$ cat src/rtl/if_fetch_unit.sv
// ---------------------------------------------------------------------------
// if_fetch_unit
//   Instruction-fetch stage of the 5-stage RISC-V core. Owns the PC register,
//   drives the I-memory request and fills the IF/ID pipeline register. EX
//   redirects (taken branch/jump) flush the fetch. When it is built in, a
//   direct-mapped BTB with 2-bit counters predicts taken branches and is
//   trained by EX feedback.
//
//   Build option: define IF_FETCH_BTB_EN to include the BTB. Without it,
//   prediction outputs are tied to 0, the next PC is always pc+4 and the
//   ex_fb_* inputs are ignored.
//
// Ports
//   clk, rst_n          clock; synchronous active-low reset
//   imem_addr_o         fetch address (= PC register)
//   imem_req_o          fetch request, high whenever out of reset
//   imem_rdata_i        instruction word for imem_addr_o
//   imem_stall_i        I-mem not ready, imem_rdata_i invalid this cycle
//   id_stall_i          downstream stall: hold IF/ID and PC
//   ex_redirect_i/_pc_i EX redirect strobe and corrected target
//   ex_fb_*             EX branch resolution (BTB training)
//   pc_o, instr_o, pred_taken_o, pred_target_o, valid_o   IF/ID register
// ---------------------------------------------------------------------------
module if_fetch_unit #(
  parameter int               BIT_W     = 32,
  parameter logic [BIT_W-1:0] RESET_PC  = '0,
  parameter int               BTB_IDX_W = 4
) (
  input  logic             clk,
  input  logic             rst_n,
  output logic [BIT_W-1:0] imem_addr_o,
  output logic             imem_req_o,
  input  logic [BIT_W-1:0] imem_rdata_i,
  input  logic             imem_stall_i,
  input  logic             id_stall_i,
  input  logic             ex_redirect_i,
  input  logic [BIT_W-1:0] ex_redirect_pc_i,
  input  logic             ex_fb_valid_i,
  input  logic [BIT_W-1:0] ex_fb_pc_i,
  input  logic             ex_fb_taken_i,
  input  logic [BIT_W-1:0] ex_fb_target_i,
  output logic [BIT_W-1:0] pc_o,
  output logic [BIT_W-1:0] instr_o,
  output logic             pred_taken_o,
  output logic [BIT_W-1:0] pred_target_o,
  output logic             valid_o
);

  typedef enum logic {ST_RUN, ST_KILL} state_t;

  state_t           state_r, state_next;
  logic [BIT_W-1:0] pc_r, pc_next;
  logic [BIT_W-1:0] kill_pc_r, kill_pc_next;
  logic             ifid_load, ifid_bubble;

  logic             pred_taken;
  logic [BIT_W-1:0] pred_target;
  logic             unused_fb;

  assign imem_addr_o = pc_r;
  assign imem_req_o  = rst_n;

`ifdef IF_FETCH_BTB_EN
  localparam int BTB_ENTRIES = 1 << BTB_IDX_W;
  localparam int TAG_W       = BIT_W - BTB_IDX_W - 2;

  logic             btb_valid_r  [BTB_ENTRIES];
  logic [TAG_W-1:0] btb_tag_r    [BTB_ENTRIES];
  logic [BIT_W-1:0] btb_target_r [BTB_ENTRIES];
  logic [1:0]       btb_ctr_r    [BTB_ENTRIES];

  logic [BTB_IDX_W-1:0] lk_idx, fb_idx;
  logic [TAG_W-1:0]     lk_tag, fb_tag;
  logic                 lk_hit, fb_hit;

  assign lk_idx = pc_r[BTB_IDX_W+1:2];
  assign lk_tag = pc_r[BIT_W-1:BTB_IDX_W+2];
  assign lk_hit = btb_valid_r[lk_idx] && (btb_tag_r[lk_idx] == lk_tag);

  assign pred_taken  = lk_hit && btb_ctr_r[lk_idx][1];
  assign pred_target = btb_target_r[lk_idx];

  assign fb_idx = ex_fb_pc_i[BTB_IDX_W+1:2];
  assign fb_tag = ex_fb_pc_i[BIT_W-1:BTB_IDX_W+2];
  assign fb_hit = btb_valid_r[fb_idx] && (btb_tag_r[fb_idx] == fb_tag);

  // Lookup above reads the registered contents, so a same-cycle update to the
  // looked-up index is only visible from the next cycle on.
  always_ff @(posedge clk) begin
    if (!rst_n) begin
      for (int i = 0; i < BTB_ENTRIES; i++) begin
        btb_valid_r[i] <= 1'b0;
        btb_ctr_r[i]   <= 2'b00;
      end
    end else if (ex_fb_valid_i) begin
      if (fb_hit) begin
        if (ex_fb_taken_i) begin
          if (btb_ctr_r[fb_idx] != 2'b11)
            btb_ctr_r[fb_idx] <= btb_ctr_r[fb_idx] + 2'd1;
          btb_target_r[fb_idx] <= ex_fb_target_i;
        end else if (btb_ctr_r[fb_idx] != 2'b00) begin
          btb_ctr_r[fb_idx] <= btb_ctr_r[fb_idx] - 2'd1;
        end
      end else if (ex_fb_taken_i) begin
        // New entries start weakly taken.
        btb_valid_r[fb_idx]  <= 1'b1;
        btb_tag_r[fb_idx]    <= fb_tag;
        btb_target_r[fb_idx] <= ex_fb_target_i;
        btb_ctr_r[fb_idx]    <= 2'b10;
      end
    end
  end

  assign unused_fb = ^ex_fb_pc_i[1:0];
`else
  assign pred_taken  = 1'b0;
  assign pred_target = '0;
  assign unused_fb   = ^{ex_fb_valid_i, ex_fb_pc_i, ex_fb_taken_i,
                         ex_fb_target_i, pc_r[BTB_IDX_W+1:2]};
`endif

  // Next-state / next-PC. KILL exists because a redirect that arrives while
  // I-mem is stalled cannot be issued yet: the outstanding (stale) word must
  // first be drained and thrown away.
  always_comb begin
    state_next   = state_r;
    pc_next      = pc_r;
    kill_pc_next = kill_pc_r;
    ifid_load    = 1'b0;
    ifid_bubble  = 1'b0;
    case (state_r)
      ST_RUN: begin
        if (ex_redirect_i) begin
          // Redirect wins over id_stall_i: the slot is flushed regardless.
          ifid_bubble = 1'b1;
          if (imem_stall_i) begin
            kill_pc_next = ex_redirect_pc_i;
            state_next   = ST_KILL;
          end else begin
            pc_next = ex_redirect_pc_i;
          end
        end else if (id_stall_i) begin
          // hold PC and IF/ID
        end else if (imem_stall_i) begin
          ifid_bubble = 1'b1;
        end else begin
          ifid_load = 1'b1;
          pc_next   = pred_taken ? pred_target : pc_r + BIT_W'(4);
        end
      end
      ST_KILL: begin
        ifid_bubble = 1'b1;
        if (ex_redirect_i)
          kill_pc_next = ex_redirect_pc_i;
        if (!imem_stall_i) begin
          // Latest redirect wins, including one arriving on this very cycle.
          pc_next    = ex_redirect_i ? ex_redirect_pc_i : kill_pc_r;
          state_next = ST_RUN;
        end
      end
      default: state_next = ST_RUN;
    endcase
  end

  always_ff @(posedge clk) begin
    if (!rst_n) begin
      state_r       <= ST_RUN;
      pc_r          <= RESET_PC;
      kill_pc_r     <= '0;
      pc_o          <= '0;
      instr_o       <= '0;
      pred_taken_o  <= 1'b0;
      pred_target_o <= '0;
      valid_o       <= 1'b0;
    end else begin
      state_r   <= state_next;
      pc_r      <= pc_next;
      kill_pc_r <= kill_pc_next;
      if (ifid_load) begin
        pc_o          <= pc_r;
        instr_o       <= imem_rdata_i;
        pred_taken_o  <= pred_taken;
        pred_target_o <= pred_taken ? pred_target : '0;
        valid_o       <= 1'b1;
      end else if (ifid_bubble) begin
        valid_o <= 1'b0;
      end
    end
  end

endmodule

$ cat config.mk
export PLATFORM = sky130hd
export DESIGN_NAME = if_fetch_unit
export DESIGN_NICKNAME = d
export VERILOG_FILES = /design/src/rtl/if_fetch_unit.sv
export SDC_FILE = /design/constraint.sdc
export NUM_CORES = 1
export LEC_CHECK = 0
export BUFFER_PORTS_ARGS = -buffer_cell sky130_fd_sc_hd__buf_2
export CORE_MARGIN = 2
export CORE_UTILIZATION = 48
export DETAILED_ROUTE_END_ITERATION = 10
export GPL_TIMING_DRIVEN = 0
export HOLD_SLACK_MARGIN = 0.15
export PLACE_DENSITY = 0.78
export RECOVER_POWER = 50
export SYNTH_ARGS = -nofsm -noshare
export SYNTH_HDL_FRONTEND = slang
export SYNTH_SLANG_ARGS = --single-unit
$ cat constraint.sdc
create_clock -name clk -period 3 [get_ports clk]
set_input_delay 0.15 -clock clk [delete_from_list [all_inputs] [get_ports clk]]
set_output_delay 0.15 -clock clk [all_outputs]
set_load 0.005 [all_outputs]
==> results.tsv, run 1 <==
metric	value	unit
cts-root-buf	clkbuf_16	
r2r_cells	7	
rsz0062_at_grt	false	
synth_top_area_cell	dfxtp_1	
crit_type	reg -> reg	
worst_pin_slew	0.812	ns
grt_pass1_vias	6308	
row_count	41	
clkTransAtPathRegs	0.05	ns
hold_path_end	valid_o	
switchingPower	1.10	mW
drv_slew	0	
synthCells	804	
whs_path_depth	4	
clk_latency	0.42	ns
p_seq_frac	0.421	
hold_violations	0	
ys_warn_count	0	
crit_path_max_fanout	7	
antenna_cells	0	
drc	0	
drtIter0Drc	712	
start_util	0.493	
path_cells	ha_1 -> nand4_2 -> or2_2 -> clkbuf_1 -> or4_4 -> nor4_2 -> a211oi_1	
cp-start-kind	flip-flop	
fillers	1111	
dpl.hpwl	14300	um
antenna_found_initial	0	
seq_area_frac_synth	0.416	
power	4.42	mW
worst_clock_skew	0.00648	ns
routedWlPerCell	16.8	um
setup_viol	0	
gp_congestion	0.970	
hp-start	id_stall_i	
clock.fmax	386	MHz
status	finished clean	
track_usage	0.297	
postCtsSetupBuffers	0	
slew_headroom	0.457	
pwr-share-clk	0.453	
ir_drop	479	uV
h-tree-depth	4	
port_buffers	166	
postSynthAreaPerCell	7.77	sq um
synth_edf_count	0	
fin_nets	1221	
path_depth	7	
cts.sinks	130	
powerDensity	518	nW/um^2
pin_count	266	
grt_max_degree	17	
drv_cap	0	
r2r_setup_slack	0.41	ns
synth_area	6250	sq um
dieArea	14000	sq um
drt_pass1_iterations	9	
pwr-share-comb	0.126	
power.internal	3.32	mW
fin_crit_sh	0.863	
slowest_stage	or4_4	
syn_to_final_growth	36.6	%
worstPathRequired	3.30	ns
cts_tree	built	
core	12700	sq um
grt-ovfl-total	0	
path_delay_family	simple AND/OR/NAND/NOR gates	
synth.area.top_cells	dfxtp_1 (42%), nand2_1 (15%), a21boi_0 (11%)	
synth_seq_cells	130	
crit_buf_inv	1	
vias	6849	
arrival	2.89	ns
clock_path_buffers	2	
synth_top_area_share	0.416	
leakage	3.39	nW
yosys_most_used_dff	dfxtp_1	
rr_endpoint	imem_addr_o[30]	
end_kind	flip-flop	
grt_pass1_wl	33100	um
cts_buffers	17	
ant_nets	0	
routed_via_density	5.40	
swShare	0.249	
hold_path.class	in -> reg	
slowest_delay	0.57	ns
async_reset_ff_frac	0	
finalCriticalPeriod	2.59	ns
die-width	118	um
totalWireLength	21300	um
setup_tns	0	ns
synthDistinctLibCells	58	
rr_startpoint	imem_addr_o[2]	
drive_gt1_frac	0.170	
die_y	118	um
==> cell usage after synthesis (all sizes together) (11+ instances only) <==
| cell | number |
|---|---|
| nand2 | 250 |
| dfxtp | 130 |
| a21boi | 99 |
| buf | 48 |
| clkbuf | 47 |
| o21ai | 36 |
| nor2 | 23 |
| a21oi | 21 |
| a31oi | 15 |
| nand3 | 14 |
| and3 | 11 |
| o211ai | 11 |
==> through the flow <==
| stage | hold slack (ns) | utilization | std cells | area [sq um] | worst slack [ns] |
|---|---|---|---|---|---|
| after floorplan | 0.295 | - | 836 | 6370 | 0.821 |
| after global placement | 0.402 | 0.585 | 1174 | 7420 | 0.536 |
| after detailed placement | 0.407 | 0.585 | 1174 | 7420 | 0.524 |
| after CTS | 0.181 | 0.680 | 1268 | 8620 | 0.492 |
| after global routing | 0.192 | 0.674 | 1268 | 8540 | 0.352 |
| final | 0.203 | 0.674 | 1268 | 8540 | 0.410 |
==> logic make-up (layout without fill, tap and decap cells) <==
family,after synthesis,in the layout,share of synthesized area
AO/OA/AOI/OAI,217,217,0.238
adder cells (fa/ha/maj),1,1,0.00200
buffers and inverters,103,363,0.0907
flip-flops,130,130,0.416
multiplexers,4,4,0.00641
other,1,33,0.000600
AND/OR/NAND/NOR,348,348,0.246
==> worst max-delay path by stage <==
| stage | startpoint | end | slack, ns |
|---|---|---|---|
| after global routing | imem_addr_o[2] | imem_addr_o[30] | 0.35 |
| after floorplan | imem_addr_o[2] | imem_addr_o[30] | 0.82 |
| after CTS | imem_addr_o[2] | imem_addr_o[30] | 0.49 |
| after detailed placement | imem_addr_o[2] | imem_addr_o[30] | 0.52 |
| final | imem_addr_o[2] | imem_addr_o[30] | 0.41 |
| after global placement | imem_addr_o[2] | imem_addr_o[30] | 0.54 |
==> power groups by stage <==
stage	combinational, mW	sequential [mW]	clock, mW
6_report	0.555	1.86	2.00
5_1_grt	0.601	1.87	2.10
4_1_cts	0.546	1.86	2.01
3_5_place_dp	0.479	1.90	0
3_3_place_gp	0.474	1.89	0
2_1_floorplan	0.282	1.88	0
==> final cells by class <==
cell class | count | area, sq um | area share
Multi-Input combinational cell | 603 | 3200 | 0.375
Sequential cell | 130 | 2600 | 0.305
Timing Repair Buffer | 230 | 1400 | 0.163
Buffer | 95 | 529 | 0.0620
Clock buffer | 25 | 485 | 0.0569
Tap cell | 172 | 215 | 0.0252
Clock inverter | 5 | 77.6 | 0.00909
Inverter | 8 | 30.0 | 0.00352
==> registers in the layout, summed over array words and instances (netlist names) <==
name         flops
imem_addr_o     32
valid_o          1
pc_o            32
state_r          1
kill_pc_r       32
instr_o         32
==> layout by cell type (no fill, tap or decap), types with 8 or more instances in the layout <==
master         Yosys  layout
clkbuf_16          0      17
dlygate4sd3_1      0      64
buf_4             37      37
nand3_1           14      14
inv_1              8       8
a21boi_0          95      95
a21oi_1           21      21
o21ai_0           35      35
nand2_1          250     250
buf_2              3     108
nor4_1             8       8
conb_1             1      33
dfxtp_1          130     130
o211ai_1          11      11
and3_1            11      11
nor2_1            23      23
clkbuf_1          47     113
a31oi_1           15      15
==> what timing repair did <==
item	4_1_cts	5_1_grt
setup endpoints to repair	0	0
hold buffers	64	0
gates resized for setup	0	0
hold endpoints to repair	76	0
==> layer usage <==
metal / global-route usage / vias up / routed length, um
li1: - / 3269 / -
met1: 0.369 / 3130 / 8640
met2: 0.487 / 394 / 9940
met3: 0.0809 / 56 / 2060
met4: 0.123 / 0 / 683
met5: 0 / - / 0
==> worst min-delay path, delay by kind of cell <==
kind,cells,cell delay [ns]
compound gates,1,0.14
buf+inv,1,0.14
simple gates,2,0.15
No activity file was read; power rests on OpenSTA's default activity.
==> inputs of run 2 (changes only) <==
Settings changed: ABC_AREA set to 1.
==> results.tsv, run 2 <==
metric	value	unit	change
status	finished clean		
routed_via_density	5.11		-5.4%
end_kind	flip-flop		
drv_cap	0		unchanged
vias	6844		-0.073%
swShare	0.248		-0.000577
drc	0		unchanged
drt_pass1_iterations	7		-2
ir_drop	334	uV	-30%
setup_tns	0	ns	unchanged
synthTopCellsByCount	nand2_1 (169), nor2_1 (148), dfxtp_1 (130), o21ai_0 (106), a21oi_1 (56)		
cts_tree	built		
rr_startpoint	state_r		
crit_path_max_fanout	10		+3
cts_buffers	17		unchanged
synth_top_area_share	0.420		+0.00319
ant_nets	0		unchanged
dr_wl_met2	9310	um	-6.3%
grt_max_degree	17		unchanged
seq_area_frac_synth	0.420		+0.00319
mostFrequentLayoutCells	nand2_1 (170), nor2_1 (148), buf_2 (130), dfxtp_1 (130), o21ai_0 (106)		
dpl.hpwl	13900	um	-2.8%
fillers	1133		+2.0%
drive_gt1_frac	0.195		+0.0248
pwr-share-clk	0.474		+0.021
async_reset_ff_frac	0		unchanged
wl_met1	8650	um	about the same
clk_latency	0.43	ns	about the same
antenna_found_initial	0		unchanged
setup_viol	0		unchanged
pwr-share-comb	0.133		+0.007
wl_met3	1610	um	-22%
grt-ovfl-total	0		unchanged
fin_crit_sh	0.732		-0.131
mostFrequentLayoutCell	nand2_1		
multi_input_area	2980	sq um	-6.8%
switchingPower	1.22	mW	+10%
cts.sinks	130		unchanged
hold_path.class	in -> reg		
hold_path_end	kill_pc_r[3]		
routedWlPerCell	15.1	um	-10%
leakage	3.83	nW	+13%
crit_type	reg -> reg		
ys_warn_count	0		unchanged
rsz0062_at_grt	false		
syn_to_final_growth	38.8	%	
row_count	41		unchanged
grt_pass1_wl	32600	um	-1.4%
worst_clock_skew	0.00971	ns	+0.00323 ns
hold_violations	0		unchanged
start_util	0.492		-0.00176
pin_count	266		unchanged
r2r_cells	7		unchanged
hp-start	ex_redirect_i		
rr_endpoint	imem_addr_o[28]		
postSynthAreaPerCell	7.11	sq um	-8.5%
core	12600	sq um	-0.40%
power.internal	3.68	mW	+11%
drtIter0Drc	636		-11%
antenna_cells	0		unchanged
r2r_setup_slack	0.80	ns	+0.39 ns
dr.max_layer_used	met4		
cts-root-buf	clkbuf_16		
post-synth-top-count-cell	nand2_1		
cp-start-kind	flip-flop		
die-width	118	um	-0.36%
worst_pin_slew	0.725	ns	-0.0866 ns
synth_edf_count	0		unchanged
drv_slew	0		unchanged
post-route-util	0.683		+0.00879
synth_seq_cells	130		unchanged
powerDensity	569	nW/um^2	+9.8%
p_seq_frac	0.393		-0.028
slew_headroom	0.516		+0.0597
dieArea	13800	sq um	-0.73%
dpl_cell_area	7360	sq um	-0.71%
clock.fmax	455	MHz	+18%
whs_path_depth	5		+1
clock_path_buffers	2		unchanged
synth.area.top_cells	dfxtp_1 (42%), nand2_1 (10%), nor2_1 (9.0%)		
gp_congestion	0.941		-3.0%
fin_nets	1290		+5.7%
worstPathRequired	3.36	ns	+0.06 ns
arrival	2.55	ns	-0.34 ns
clkTransAtPathRegs	0.06	ns	about the same
synth_top_area_cell	dfxtp_1		
finalInstanceArea	8610	sq um	+0.89%
grt_pass1_vias	6540		+3.7%
synth_area	6200	sq um	-0.76%
yosys_most_used_dff	dfxtp_1		
cts-resized-gates	0		unchanged
totalWireLength	20200	um	-5.4%
h-tree-depth	4		unchanged
port_buffers	165		-0.60%
track_usage	0.292		-0.00585
synthDistinctLibCells	36		-38%
die_y	118	um	-0.36%
synthCells	872		+8.5%
finalCriticalPeriod	2.20	ns	-0.394 ns
seqCellArea	2600	sq um	unchanged
## run 2: changes by cell type after synthesis, moves of 11 or more
cell      change
a21oi_1      +35
clkbuf_1     -27
o21ai_0      +71
a21boi_0     -95
nand3_1      +23
inv_1        +45
nor2_1      +125
a22o_1       +13
and3_1       -11
buf_2        +13
nand2_1      -81
## run 2: cell families (layout without fill, tap and decap cells)
kind of cell | Yosys count | after routing | share of synthesized area
compound gates | 216 | 216 | 0.196
xor+xnor | 1 | 1 | 0.00141
fa+ha+maj | 1 | 1 | 0.00202
buf+inv | 142 | 405 | 0.118
flops | 130 | 130 | 0.420
mux | 6 | 6 | 0.00968
other cells | 1 | 33 | 0.000605
simple gates | 375 | 375 | 0.253
## run 2: power groups by stage
stage / clock network, mW / registers (mW) / logic [mW]
2_1_floorplan: 0 / 1.94 / 0.341
3_3_place_gp: 0 / 1.95 / 0.568
3_5_place_dp: 0 / 1.95 / 0.575
4_1_cts: 2.33 / 1.92 / 0.647
5_1_grt: 2.42 / 1.93 / 0.721
6_report: 2.32 / 1.92 / 0.652
## run 2: repair_timing
action                                 4_1_cts  5_1_grt
hold buffers                                66        0
endpoints found under the hold margin       79        0
buffers inserted                             0        0
## run 2: how the worst max path moves through the flow
stage | startpoint | end | slack [ns] | depth (start not counted)
2_1_floorplan | imem_addr_o[3] | imem_addr_o[30] | 1.57 | 9
3_3_place_gp | imem_addr_o[3] | imem_addr_o[30] | 1.31 | 9
3_5_place_dp | state_r | pc_o[0] | 1.28 | 8
4_1_cts | imem_addr_o[3] | imem_addr_o[26] | 1.21 | 9
5_1_grt | state_r | kill_pc_r[9] | 0.62 | 8
6_report | state_r | imem_addr_o[28] | 0.80 | 7
## run 2: per-stage QoR
stage | power, mW | std cells | setup slack, ns | hold slack (ns)
floorplan | 2.28 | 904 | 1.57 | 0.269
global route | 5.07 | 1339 | 0.624 | 0.260
finish | 4.90 | 1339 | 0.805 | 0.208
detailed placement | 2.53 | 1241 | 1.28 | 0.378
global placement | 2.52 | 1241 | 1.31 | 0.373
CTS | 4.89 | 1339 | 1.21 | 0.188
## run 2: routing by layer
layer  GRT usage  vias to the layer above
met1       0.366                     3091
met2       0.477                      330
li1            -                     3370
met5           0                        -
met3      0.0698                       53
met4       0.127                        0
## run 2: final cells by class
class	count	area share
multi-input cells	632	0.346
flip-flops and latches	130	0.302
repair buffers	231	0.165
clock buffers	23	0.0567
plain buffers	80	0.0565
inverters	62	0.0276
well taps	172	0.0250
clock inverters	9	0.0203
## run 2: critical path: stages, from the launching register on
cell and delay, ns:
dfxtp_1 0.30, clkbuf_1 0.55, inv_4 0.14, nor2_8 0.18, clkbuf_1 0.47, a22o_1 0.23
nor2_1 0.07, a21oi_1 0.17
